## src/rtl/gate_arb_pkg.sv

```systemverilog
// Shared definitions for the round-robin demux gate arbiter slice.
package gate_arb_pkg;

    localparam int unsigned NUM_REQ_DEF = 4;

    localparam logic OP_XOR  = 1'b0;
    localparam logic OP_XNOR = 1'b1;

    typedef enum logic [1:0] {
        ST_IDLE = 2'd0,
        ST_EVAL = 2'd1,
        ST_DONE = 2'd2
    } state_t;

endpackage

```

## src/rtl/xor_xnor_using_demux.sv

```systemverilog
// XOR/XNOR built from a 1-to-4 demux of a constant one, selected by {a,b}.
module xor_xnor_using_demux (
    input  logic a,
    input  logic b,
    output logic y_xor,
    output logic y_xnor
);

    logic [3:0] line;

    always_comb begin
        line        = '0;
        line[{a, b}] = 1'b1;
    end

    assign y_xor  = line[1] | line[2];
    assign y_xnor = line[0] | line[3];

endmodule

```

## src/rtl/demux_gate_arbiter.sv

```systemverilog
// Round-robin arbiter sharing one demux XOR/XNOR unit among NUM_REQ requesters.
module demux_gate_arbiter
    import gate_arb_pkg::*;
#(
    parameter int unsigned NUM_REQ = NUM_REQ_DEF,
    parameter int unsigned CNT_W   = 16
) (
    input  logic               clk,
    input  logic               rst,
    input  logic [NUM_REQ-1:0] req,
    input  logic [NUM_REQ-1:0] a_in,
    input  logic [NUM_REQ-1:0] b_in,
    input  logic [NUM_REQ-1:0] op_sel,
    output logic [NUM_REQ-1:0] gnt,
    output logic [NUM_REQ-1:0] done,
    output logic               result,
    output logic               busy,
    output logic [CNT_W-1:0]   eval_count
);

    localparam int unsigned IDX_W = $clog2(NUM_REQ);

    state_t           state;
    logic [IDX_W-1:0] last_gnt;
    logic [IDX_W-1:0] win_q;
    logic [IDX_W-1:0] pick;
    logic             a_q, b_q, op_q;
    logic             res_q;
    logic             g_xor, g_xnor;

    // First set request bit at or after last+1, wrapping past NUM_REQ-1.
    function automatic logic [IDX_W-1:0] rr_pick(
        input logic [NUM_REQ-1:0] r,
        input logic [IDX_W-1:0]   last
    );
        logic [IDX_W-1:0] sel;
        logic             found;
        int unsigned      idx;
        sel   = '0;
        found = 1'b0;
        for (int unsigned i = 1; i <= NUM_REQ; i++) begin
            idx = (int'(last) + i) % NUM_REQ;
            if (!found && r[idx]) begin
                sel   = IDX_W'(idx);
                found = 1'b1;
            end
        end
        return sel;
    endfunction

    assign pick = rr_pick(req, last_gnt);

    xor_xnor_using_demux u_gate (
        .a      (a_q),
        .b      (b_q),
        .y_xor  (g_xor),
        .y_xnor (g_xnor)
    );

    assign result = res_q;

    always_ff @(posedge clk) begin
        if (rst) begin
            state      <= ST_IDLE;
            gnt        <= '0;
            done       <= '0;
            res_q      <= 1'b0;
            busy       <= 1'b0;
            eval_count <= '0;
            last_gnt   <= IDX_W'(NUM_REQ - 1);
            win_q      <= '0;
            a_q        <= 1'b0;
            b_q        <= 1'b0;
            op_q       <= 1'b0;
        end else begin
            case (state)
                ST_IDLE: begin
                    done <= '0;
                    if (|req) begin
                        win_q <= pick;
                        gnt   <= NUM_REQ'(1) << pick;
                        a_q   <= a_in[pick];
                        b_q   <= b_in[pick];
                        op_q  <= op_sel[pick];
                        busy  <= 1'b1;
                        state <= ST_EVAL;
                    end
                end
                ST_EVAL: begin
                    res_q <= (op_q == OP_XNOR) ? g_xnor : g_xor;
                    done  <= gnt;
                    state <= ST_DONE;
                end
                ST_DONE: begin
                    last_gnt <= win_q;
                    if (eval_count != '1)
                        eval_count <= eval_count + 1'b1;
                    gnt   <= '0;
                    done  <= '0;
                    res_q <= 1'b0;
                    busy  <= 1'b0;
                    state <= ST_IDLE;
                end
                default: begin
                    gnt   <= '0;
                    done  <= '0;
                    res_q <= 1'b0;
                    busy  <= 1'b0;
                    state <= ST_IDLE;
                end
            endcase
        end
    end

endmodule

```

## config.mk

```make
export PLATFORM = sky130hd
export DESIGN_NAME = demux_gate_arbiter
export DESIGN_NICKNAME = d
export VERILOG_FILES = /design/src/rtl/gate_arb_pkg.sv /design/src/rtl/xor_xnor_using_demux.sv /design/src/rtl/demux_gate_arbiter.sv
export SDC_FILE = /design/constraint.sdc
export NUM_CORES = 1
export LEC_CHECK = 0
export ABC_CLOCK_PERIOD_IN_PS = 3380
export CORE_MARGIN = 5
export CORE_UTILIZATION = 25
export CTS_BUF_LIST = sky130_fd_sc_hd__clkbuf_16
export DETAILED_ROUTE_END_ITERATION = 8
export GPL_TIMING_DRIVEN = 0
export PLACE_DENSITY = 0.55
export SYNTH_ARGS = -nofsm -noshare
export SYNTH_HDL_FRONTEND = slang
export SYNTH_SLANG_ARGS = --single-unit
```

## constraint.sdc

```tcl
create_clock -name clk -period 3.38 [get_ports clk]
set_clock_uncertainty 0.1 [all_clocks]
set_input_delay 0.676 -clock clk [delete_from_list [all_inputs] [get_ports clk]]
set_output_delay 0.676 -clock clk [all_outputs]
set_load 0.05 [all_outputs]
```

# Word-level counts from Yosys, hierarchy flattened
# Cells that the tools add are included.
# totals
ff_bits	35
out_inout_bits	26
elab_cells	75
# classes
add_sub_neg	5
magnitude_cmp	7
eq_ne	4
shifts	1
n_mux	31
bitwise	3
n_reduce_logical	13
# op_table
cell	n
$lt A2 B3 Y1 const B	6
$add A16 B1 Y16 const B	1
$ne A16 B16 Y1 const B	1
$bmux W1 S2	7
$mux W1	13
$mux W2	5
$pmux W4 S2	1
$reduce_and A2 Y1	3
$add A2 B1 Y2 const B	2
$add A2 B2 Y2 const B	2
$logic_and A1 B1 Y1	4
$mux W4	1
$pmux W1 S2	2
$pmux W2 S2	1
$reduce_or A4 Y1	1
$shl A1 B2 Y4 const A	1
$logic_not A1 Y1	3
$demux W1 S2	1
$eq A2 B1 Y1 const B	1
$eq A2 B2 Y1 const B	1
$ge A2 B1 Y1 const B	1
$logic_not A2 Y1	1
$ne A2 B2 Y1 const B	1
$or A1 B1 Y1	2
2 further kinds	2

# Longest topological paths before layout
# Gate-level depths: netlist of the first run.
# depth
word_depth	16
mapped_depth	6
mapped_depth_nobuf	6

# Hierarchy
# From an unflattened synthesis of the first run, not the netlist that was laid out.
# unflattened
cells_unflattened	187
hier_area_um2	1645.3
# by_module_without_submodules
mod	n_inst	cells_per_inst	area_each_um2	seq_area_each_um2
demux_gate_arbiter	1	185	1627.8	700.7
xor_xnor_using_demux	1	2	17.5	0.0

# Worst setup path after synthesis of the first run
# Ideal clock, no wire load.
# synth_path
path_kind	register to register
startpoint	register eval_count[6]
endpoint	register eval_count[14]
arrival_time_ns	1.804
t_required_ns	3.210
path_slack_ns	1.406
path_stages_with_launch	5
path_buffers	0
synth_period_minus_slack_ns	1.974
cell_sequence	dfxtp_1 and3_2 nand4_4 or4_1 a21oi_1
# synth_between
elab_chain_len	2
# synth_rtl
element	line_no	source
from (decl)	demux_gate_arbiter.sv:18	output logic [CNT_W-1:0] eval_count
from (signal assigned)	demux_gate_arbiter.sv:97	eval_count <= eval_count + 1'b1;
branches (longest 2 deep; another with $add A16 B1 Y16)	n/a	
# Parallel ways; which one is timed is not known.
# A chain may end at the register's enable or synchronous reset.

# Worst setup path after layout of the first run
# layout_path
startpoint	register eval_count[2]
endpoint	output port eval_count[2]
# No word-level cell between the ends.

==> impl_metrics.yaml, run 1 <==
outcome:
  status: "complete, no violations"
clock_tree:
  numCtsBuffers: 5
  clk_pin_slew_worst_paths_ps: 60
  h-tree-depth: 2
  cts.hold.buffers_added: 0
  cts_sinks: 35
  clock_insertion_delay_worst_skew_ps: 280
  post_cts_resize_count: 0
  clock_tree_from_tritoncts: "yes"
  clk_root_buffer_cell: "sky130_fd_sc_hd__clkbuf_16"
  post-cts-setup-buffer-count: 0
  clock_tree.buffer_depth: 2
finish:
  flow.area_growth_from_synthesis_pct: 39.3
  postLayoutCoreUtil_pct: 36.3
  mostFrequentLayoutCells: "sky130_fd_sc_hd__clkdlybuf4s50_1, sky130_fd_sc_hd__dfxtp_1, sky130_fd_sc_hd__nor2_1"
  final_cells: 304
  nNetsFinal: 245
  diodes: 0
  ratio_of_cells_with_drive_above_1_in_the_final_layout_pct: 11.9
  final_layout_fill_cell_count: 675
  layout.area.seq_um2: 701
  most_common_library_cell_in_the_layout_ignoring_fill_and_taps: "sky130_fd_sc_hd__clkdlybuf4s50_1"
  stdcell_area_um2: 2330
  multi_input_area_um2: 907
power:
  irDropWorstVdd_uv: 144
  internal_power_uw: 779
  share_seq_of_total_power_pct: 42.4
  leakage_nw: 0.902
  p_per_area_nw_per_um2: 452
  part_of_the_total_power_dissipated_in_combinational_logic_pct: 16.0
  net-switching-power_uw: 275
  clkPwrFrac_pct: 41.5
  netSwitchingFraction_pct: 26.1
synthesis:
  synth_ff_type: "sky130_fd_sc_hd__dfxtp_1"
  post_synth.cell_area_avg_um2: 9.45
  synthesis_stage_register_bit_count: 35
  dominant_combinational_cell_family_by_area_after_synthesis: "simple AND/OR/NAND/NOR gates"
  synth_edf_count: 0
  synth_compound_gate_area_share_pct: 15.9
  seq_area_frac_synth_pct: 41.9
  post_synth_inst_count: 177
  synth_warnings: 0
  synth_nets: 196
  async_reset_ff_share_pct: 0
  synth_simple_gate_area_share_pct: 26.0
  synthAdderAreaFrac_pct: 0.748
  distinct_cell_type_count_after_synthesis: 55
  synth_xor_xnor_area_share_pct: 7.33
  syn_area_um2: 1670
  muxShareOfSynthArea_pct: 4.19
grt:
  globalRoute.totalOverflow: 0
  globalRouteTotalUtil_pct: 9.68
  first_global_vias: 1385
  grt_start_max_net_pins: 12
  grt_pass1_wl_um: 6650
  number_of_antenna_violations_at_the_first_check_in_global_routing: 0
routing:
  route.antenna.remaining_nets: 0
  detail_route.wirelength_um: 3870
  drtPass1Iterations: 4
  route.vias.total: 1446
  route.detailed.vias_per_inst: 4.76
  route.detailed.wl_per_inst_um: 12.7
  drc: 0
  drt_first_iter_violations: 65
timing:
  max_slew.worst_pin.slew_ps: 555
  count_of_final_setup_violators: 0
  finalSetupTns_ps: 0
  drv_slew: 0
  whs_ps: 355
  highest_attainable_clock_frequency_ghz: 0.425
  final.period_utilization_pct: 69.7
  period_minus_slack_ps: 2360
  hold_viol_final: 0
  rsz0062_at_grt: "no"
  timing.max_slew.rel_slack_pct: 62.6
setup_path:
  critical_path.slowest_cell: "sky130_fd_sc_hd__clkdlybuf4s50_1"
  worst_ep_required_time_ps: 2600
  crit_path_max_fanout: 6
  cp_capture_type: "primary output"
  cpLargestDelayFamily: "buffers and inverters"
  criticalPathCategory: "flop to primary output"
  cp_cell_sequence: "clkdlybuf4s50_1"
  worst_r2r_path_depth: 5
  crit_cells: 1
  critPathLaunchType: "flop"
  timing.critical_path.buf_inv: 1
  critical_path_arrival_ps: 1580
  cpPeakStageDelay_ps: 850
placed_design:
  placement.cell_area_um2: 2190
  io_buffer_count: 42
  replace_congestion: 0.738
  placed_cells: 296
  dp.final_hpwl_um: 2930
flow_run:
  timing.max_cap.violations: 0
die:
  die_h_um: 91.8
  design.core.area_um2: 6420
  boundaryPins: 44
  start_util_pct: 26.0
  dieArea_um2: 8430
  die_w_um: 91.8
  placement_rows: 29
worst_hold_path:
  hold_class: "flop to flop"
  hold_depth: 2
[synth_stat cells (2+ instances only)]
master | count | share of area (%)
sky130_fd_sc_hd__nor3_1 | 2 | 0.60
sky130_fd_sc_hd__a21oi_1 | 6 | 1.8
sky130_fd_sc_hd__o221ai_1 | 2 | 1.0
sky130_fd_sc_hd__buf_6 | 2 | 1.3
sky130_fd_sc_hd__xor2_1 | 12 | 6.3
sky130_fd_sc_hd__nand2_1 | 7 | 1.6
sky130_fd_sc_hd__or2_2 | 3 | 1.1
sky130_fd_sc_hd__nor2b_1 | 2 | 0.75
sky130_fd_sc_hd__mux2i_1 | 7 | 4.2
sky130_fd_sc_hd__or3_1 | 2 | 0.75
sky130_fd_sc_hd__nor2_1 | 29 | 6.5
sky130_fd_sc_hd__xnor2_1 | 2 | 1.0
sky130_fd_sc_hd__and3_1 | 5 | 1.9
sky130_fd_sc_hd__o2111ai_1 | 4 | 2.1
sky130_fd_sc_hd__a211o_1 | 2 | 1.0
sky130_fd_sc_hd__nand3b_1 | 2 | 0.90
sky130_fd_sc_hd__o21ai_0 | 2 | 0.60
sky130_fd_sc_hd__inv_1 | 2 | 0.45
sky130_fd_sc_hd__buf_2 | 2 | 0.60
sky130_fd_sc_hd__nor2_2 | 2 | 0.75
sky130_fd_sc_hd__dfxtp_1 | 35 | 42
sky130_fd_sc_hd__nand4b_1 | 2 | 1.0
sky130_fd_sc_hd__nand3_1 | 4 | 1.2
sky130_fd_sc_hd__a22oi_1 | 4 | 1.8
sky130_fd_sc_hd__and4_1 | 2 | 1.0
sky130_fd_sc_hd__nand4_1 | 2 | 0.75
sky130_fd_sc_hd__clkbuf_1 | 3 | 0.67
[state kept, by name (all words and copies together), names as in the netlist]
name and flops:
done 4, result 1, gnt 4, busy 1
win_q 2, a_q 1, eval_count 16, b_q 1
state 2, last_gnt 2, op_q 1
[layer usage]
layer  track usage (%)  part of all wire, %
met1              12.5                   49
met2              14.9                   43
met3              3.11                  5.6
met4              4.08                  2.0
met5                 0                    0
[kinds of logic after synthesis]
kind of cell / count (synthesis)
DFF: 35
and+or+nand+nor: 77
xor gates and xnor gates: 14
muxes: 7
buffers and inverters: 10
adders and majority gates: 1
AOI/OAI and AO/OA: 33
[power groups by stage]
| stage | Clock [mW] | Sequential, mW | Combinational (mW) |
|---|---|---|---|
| after detailed placement | 0 | 0.456 | 0.171 |
| after global routing | 0.471 | 0.450 | 0.184 |
| final | 0.438 | 0.447 | 0.169 |
| after global placement | 0 | 0.456 | 0.170 |
| after floorplan | 0 | 0.481 | 0.0887 |
| after CTS | 0.447 | 0.447 | 0.171 |
[area by class of cell]
class	instances	area share, %
repair buffers	42	18.0
clock buffers	5	5.37
plain buffers	8	2.47
well taps	77	4.14
inverters	2	0.322
flip-flops and latches	35	30.1
clock inverters	3	0.644
multi-input cells	132	38.9
[per-stage QoR]
stage | power [mW] | setup slack (ps)
global route | 1.11 | 837
floorplan | 0.570 | 1410
finish | 1.05 | 1020
global placement | 0.627 | 728
CTS | 1.07 | 1010
detailed placement | 0.627 | 753
[worst paths after layout]
kind,startpoint,endpoint,slack [ps]
min reg2reg,busy$_SDFFE_PP0P_,busy$_SDFFE_PP0P_,350
max reg2reg,last_gnt[1]$_SDFFE_PP1P_,b_q$_SDFFE_PP0P_,1560
min,busy$_SDFFE_PP0P_,busy$_SDFFE_PP0P_,350
max,eval_count[2]$_SDFFE_PP0P_,eval_count[2],1020
No activity file was read; power rests on OpenSTA's default activity.
==> inputs of run 2 (changes only) <==
--- a/config.mk
+++ b/config.mk
@@ -5,7 +5,7 @@
 export SDC_FILE = /design/constraint.sdc
 export NUM_CORES = 1
 export LEC_CHECK = 0
-export ABC_CLOCK_PERIOD_IN_PS = 3380
+export ABC_CLOCK_PERIOD_IN_PS = 2300
 export CORE_MARGIN = 5
 export CORE_UTILIZATION = 25
 export CTS_BUF_LIST = sky130_fd_sc_hd__clkbuf_16
==> constraint.sdc (replaced) <==
create_clock -name clk -period 2.3 [get_ports clk]
set_clock_uncertainty 0.1 [all_clocks]
set_input_delay 0.46 -clock clk [delete_from_list [all_inputs] [get_ports clk]]
set_output_delay 0.46 -clock clk [all_outputs]
set_load 0.05 [all_outputs]
==> run 2 against run 1 <==
  * Hold slack lost 64 ps
  * Cell area rose by 0.27%
  * Wire length rose by 0.83%
  * Critical path depth unchanged
  * Register-to-register slack worse by 1100 ps
  * Utilization up 0.097 points
  * Via count shrank 0.62%
  * Non-clock buffer count did not move
  * Critical path type unchanged
  * Largest cell class unchanged
  * Largest power group unchanged
  * Highest routed layer unchanged
==> impl_metrics.yaml, run 2 (synthesis gave the netlist of run 1 again) <==
worst_hold_path:
  hold_class: "input port to flop"
  timing.hold.worst.start: "rst"
clock_tree:
  clock_tree_from_tritoncts: "yes"
  clk_root_buffer_cell: "sky130_fd_sc_hd__clkbuf_16"
  h-tree-depth: 2
  cts_sinks: 35
  clock_insertion_delay_worst_skew_ps: 280
  clk_pin_slew_worst_paths_ps: 60
  cts.hold.buffers_added: 0
  numCtsBuffers: 5
  clock_tree.buffer_depth: 2
setup_path:
  cp_cell_sequence: "clkdlybuf4s50_1"
  critPathLaunchType: "flop"
  critical_path_arrival_ps: 1580
  crit_path_max_fanout: 6
  worst_ep_required_time_ps: 1740
  critical_path.slowest_cell: "sky130_fd_sc_hd__clkdlybuf4s50_1"
  timing.critical_path.buf_inv: 1
  cpLargestDelayFamily: "buffers and inverters"
  cp_capture_type: "primary output"
  cpPeakStageDelay_ps: 850
  critical_path.startpoint: "eval_count[2]$_SDFFE_PP0P_"
  criticalPathCategory: "flop to primary output"
  timing.rr.start: "last_gnt[1]$_SDFFE_PP1P_"
timing:
  period_minus_slack_ps: 2140
  hold_viol_final: 0
  rsz0062_at_grt: "no"
  timing.max_slew.rel_slack_pct: 66.3
  final.period_utilization_pct: 93.0
  drv_slew: 0
  setup_ws_ps: 161
  highest_attainable_clock_frequency_ghz: 0.467
  count_of_final_setup_violators: 0
  max_slew.worst_pin.slew_ps: 504
routing:
  route.vias.total: 1437
  route.detailed.wl_per_inst_um: 12.8
  drt_first_iter_violations: 57
  detail_route.wirelength_um: 3900
  drtPass1Iterations: 4
  drc: 0
  route.detailed.vias_per_inst: 4.73
  route.antenna.remaining_nets: 0
grt:
  globalRouteTotalUtil_pct: 9.68
  globalRoute.totalOverflow: 0
  first_global_vias: 1385
  number_of_antenna_violations_at_the_first_check_in_global_routing: 0
  grt_start_max_net_pins: 12
  grt_pass1_wl_um: 6650
flow_run:
  timing.max_cap.violations: 0
power:
  p_per_area_nw_per_um2: 663
  irDropWorstVdd_uv: 214
  net-switching-power_uw: 404
  share_seq_of_total_power_pct: 42.4
  leakage_nw: 0.903
  internal_power_mw: 1.15
  part_of_the_total_power_dissipated_in_combinational_logic_pct: 16.1
  netSwitchingFraction_pct: 26.1
  clkPwrFrac_pct: 41.5
die:
  dieArea_um2: 8430
  placement_rows: 29
  start_util_pct: 26.0
  boundaryPins: 44
  design.core.area_um2: 6420
  die_w_um: 91.8
  die_h_um: 91.8
placed_design:
  replace_congestion: 0.738
  dp_slack_ps: -111
  io_buffer_count: 42
  placement.cell_area_um2: 2190
  dp.final_hpwl_um: 2930
finish:
  stdcell_area_um2: 2340
  mostFrequentLayoutCells: "sky130_fd_sc_hd__clkdlybuf4s50_1, sky130_fd_sc_hd__dfxtp_1, sky130_fd_sc_hd__nor2_1"
  nNetsFinal: 245
  diodes: 0
  ratio_of_cells_with_drive_above_1_in_the_final_layout_pct: 12.3
  flip_flop_count_of_the_largest_register_all_copies_and_words_added: 16
  flow.area_growth_from_synthesis_pct: 39.6
  top_register: "eval_count"
  biggestRegsByFlops: "eval_count (16), done (4), gnt (4)"
  most_common_library_cell_in_the_layout_ignoring_fill_and_taps: "sky130_fd_sc_hd__clkdlybuf4s50_1"
outcome:
  status: "complete, no violations"
run 2: cell counts in the layout (fill, tap and decap cells not counted):
No cell type changed its count.
run 2: layout make-up:
type | instances | area (um2)
Sequential cell | 35 | 701
Fill cell | 677 | 4090
Inverter | 2 | 7.51
Clock buffer | 5 | 125
Multi-Input combinational cell | 132 | 913
Buffer | 8 | 57.6
Timing Repair Buffer | 42 | 420
Tap cell | 77 | 96.3
Clock inverter | 3 | 15.0
run 2: power by group through the flow:
stage | logic (mW) | clock network [mW] | registers [mW]
5_1_grt | 0.272 | 0.692 | 0.662
4_1_cts | 0.252 | 0.657 | 0.658
6_report | 0.249 | 0.642 | 0.657
2_1_floorplan | 0.130 | 0 | 0.707
3_3_place_gp | 0.250 | 0 | 0.670
3_5_place_dp | 0.251 | 0 | 0.670
run 2: final timing paths:
path	to	slack [ps]	cells after the start
hold reg to reg	busy$_SDFFE_PP0P_	350	2
setup / recovery	eval_count[2]	160	1
setup reg to reg	b_q$_SDFFE_PP0P_	470	5
hold / removal	b_q$_SDFFE_PP0P_	290	2
run 2: through the flow:
step / hold slack (ps) / cells / TNS [ps] / total power [mW] / util [%]
2_1_floorplan: 336 / 177 / 0 / 0.838 / -
3_3_place_gp: 342 / 296 / -679 / 0.921 / 34.1
3_5_place_dp: 351 / 296 / -560 / 0.921 / 34.1
4_1_cts: 288 / 304 / 0 / 1.57 / 36.3
5_1_grt: 296 / 304 / 0 / 1.63 / 36.4
6_report: 290 / 304 / 0 / 1.55 / 36.4
run 2: timing repair:
action | in CTS | in global routing
setup endpoints to repair | 0 | 4
hold endpoints to repair | 0 | 0
resized for setup | 0 | 1
buffers inserted | 0 | 0
run 2: layer usage:
metal	GRT usage (%)	wire length, um
met1	12.5	1910
met2	14.9	1750
met3	3.11	184
met4	4.08	55
met5	0	0
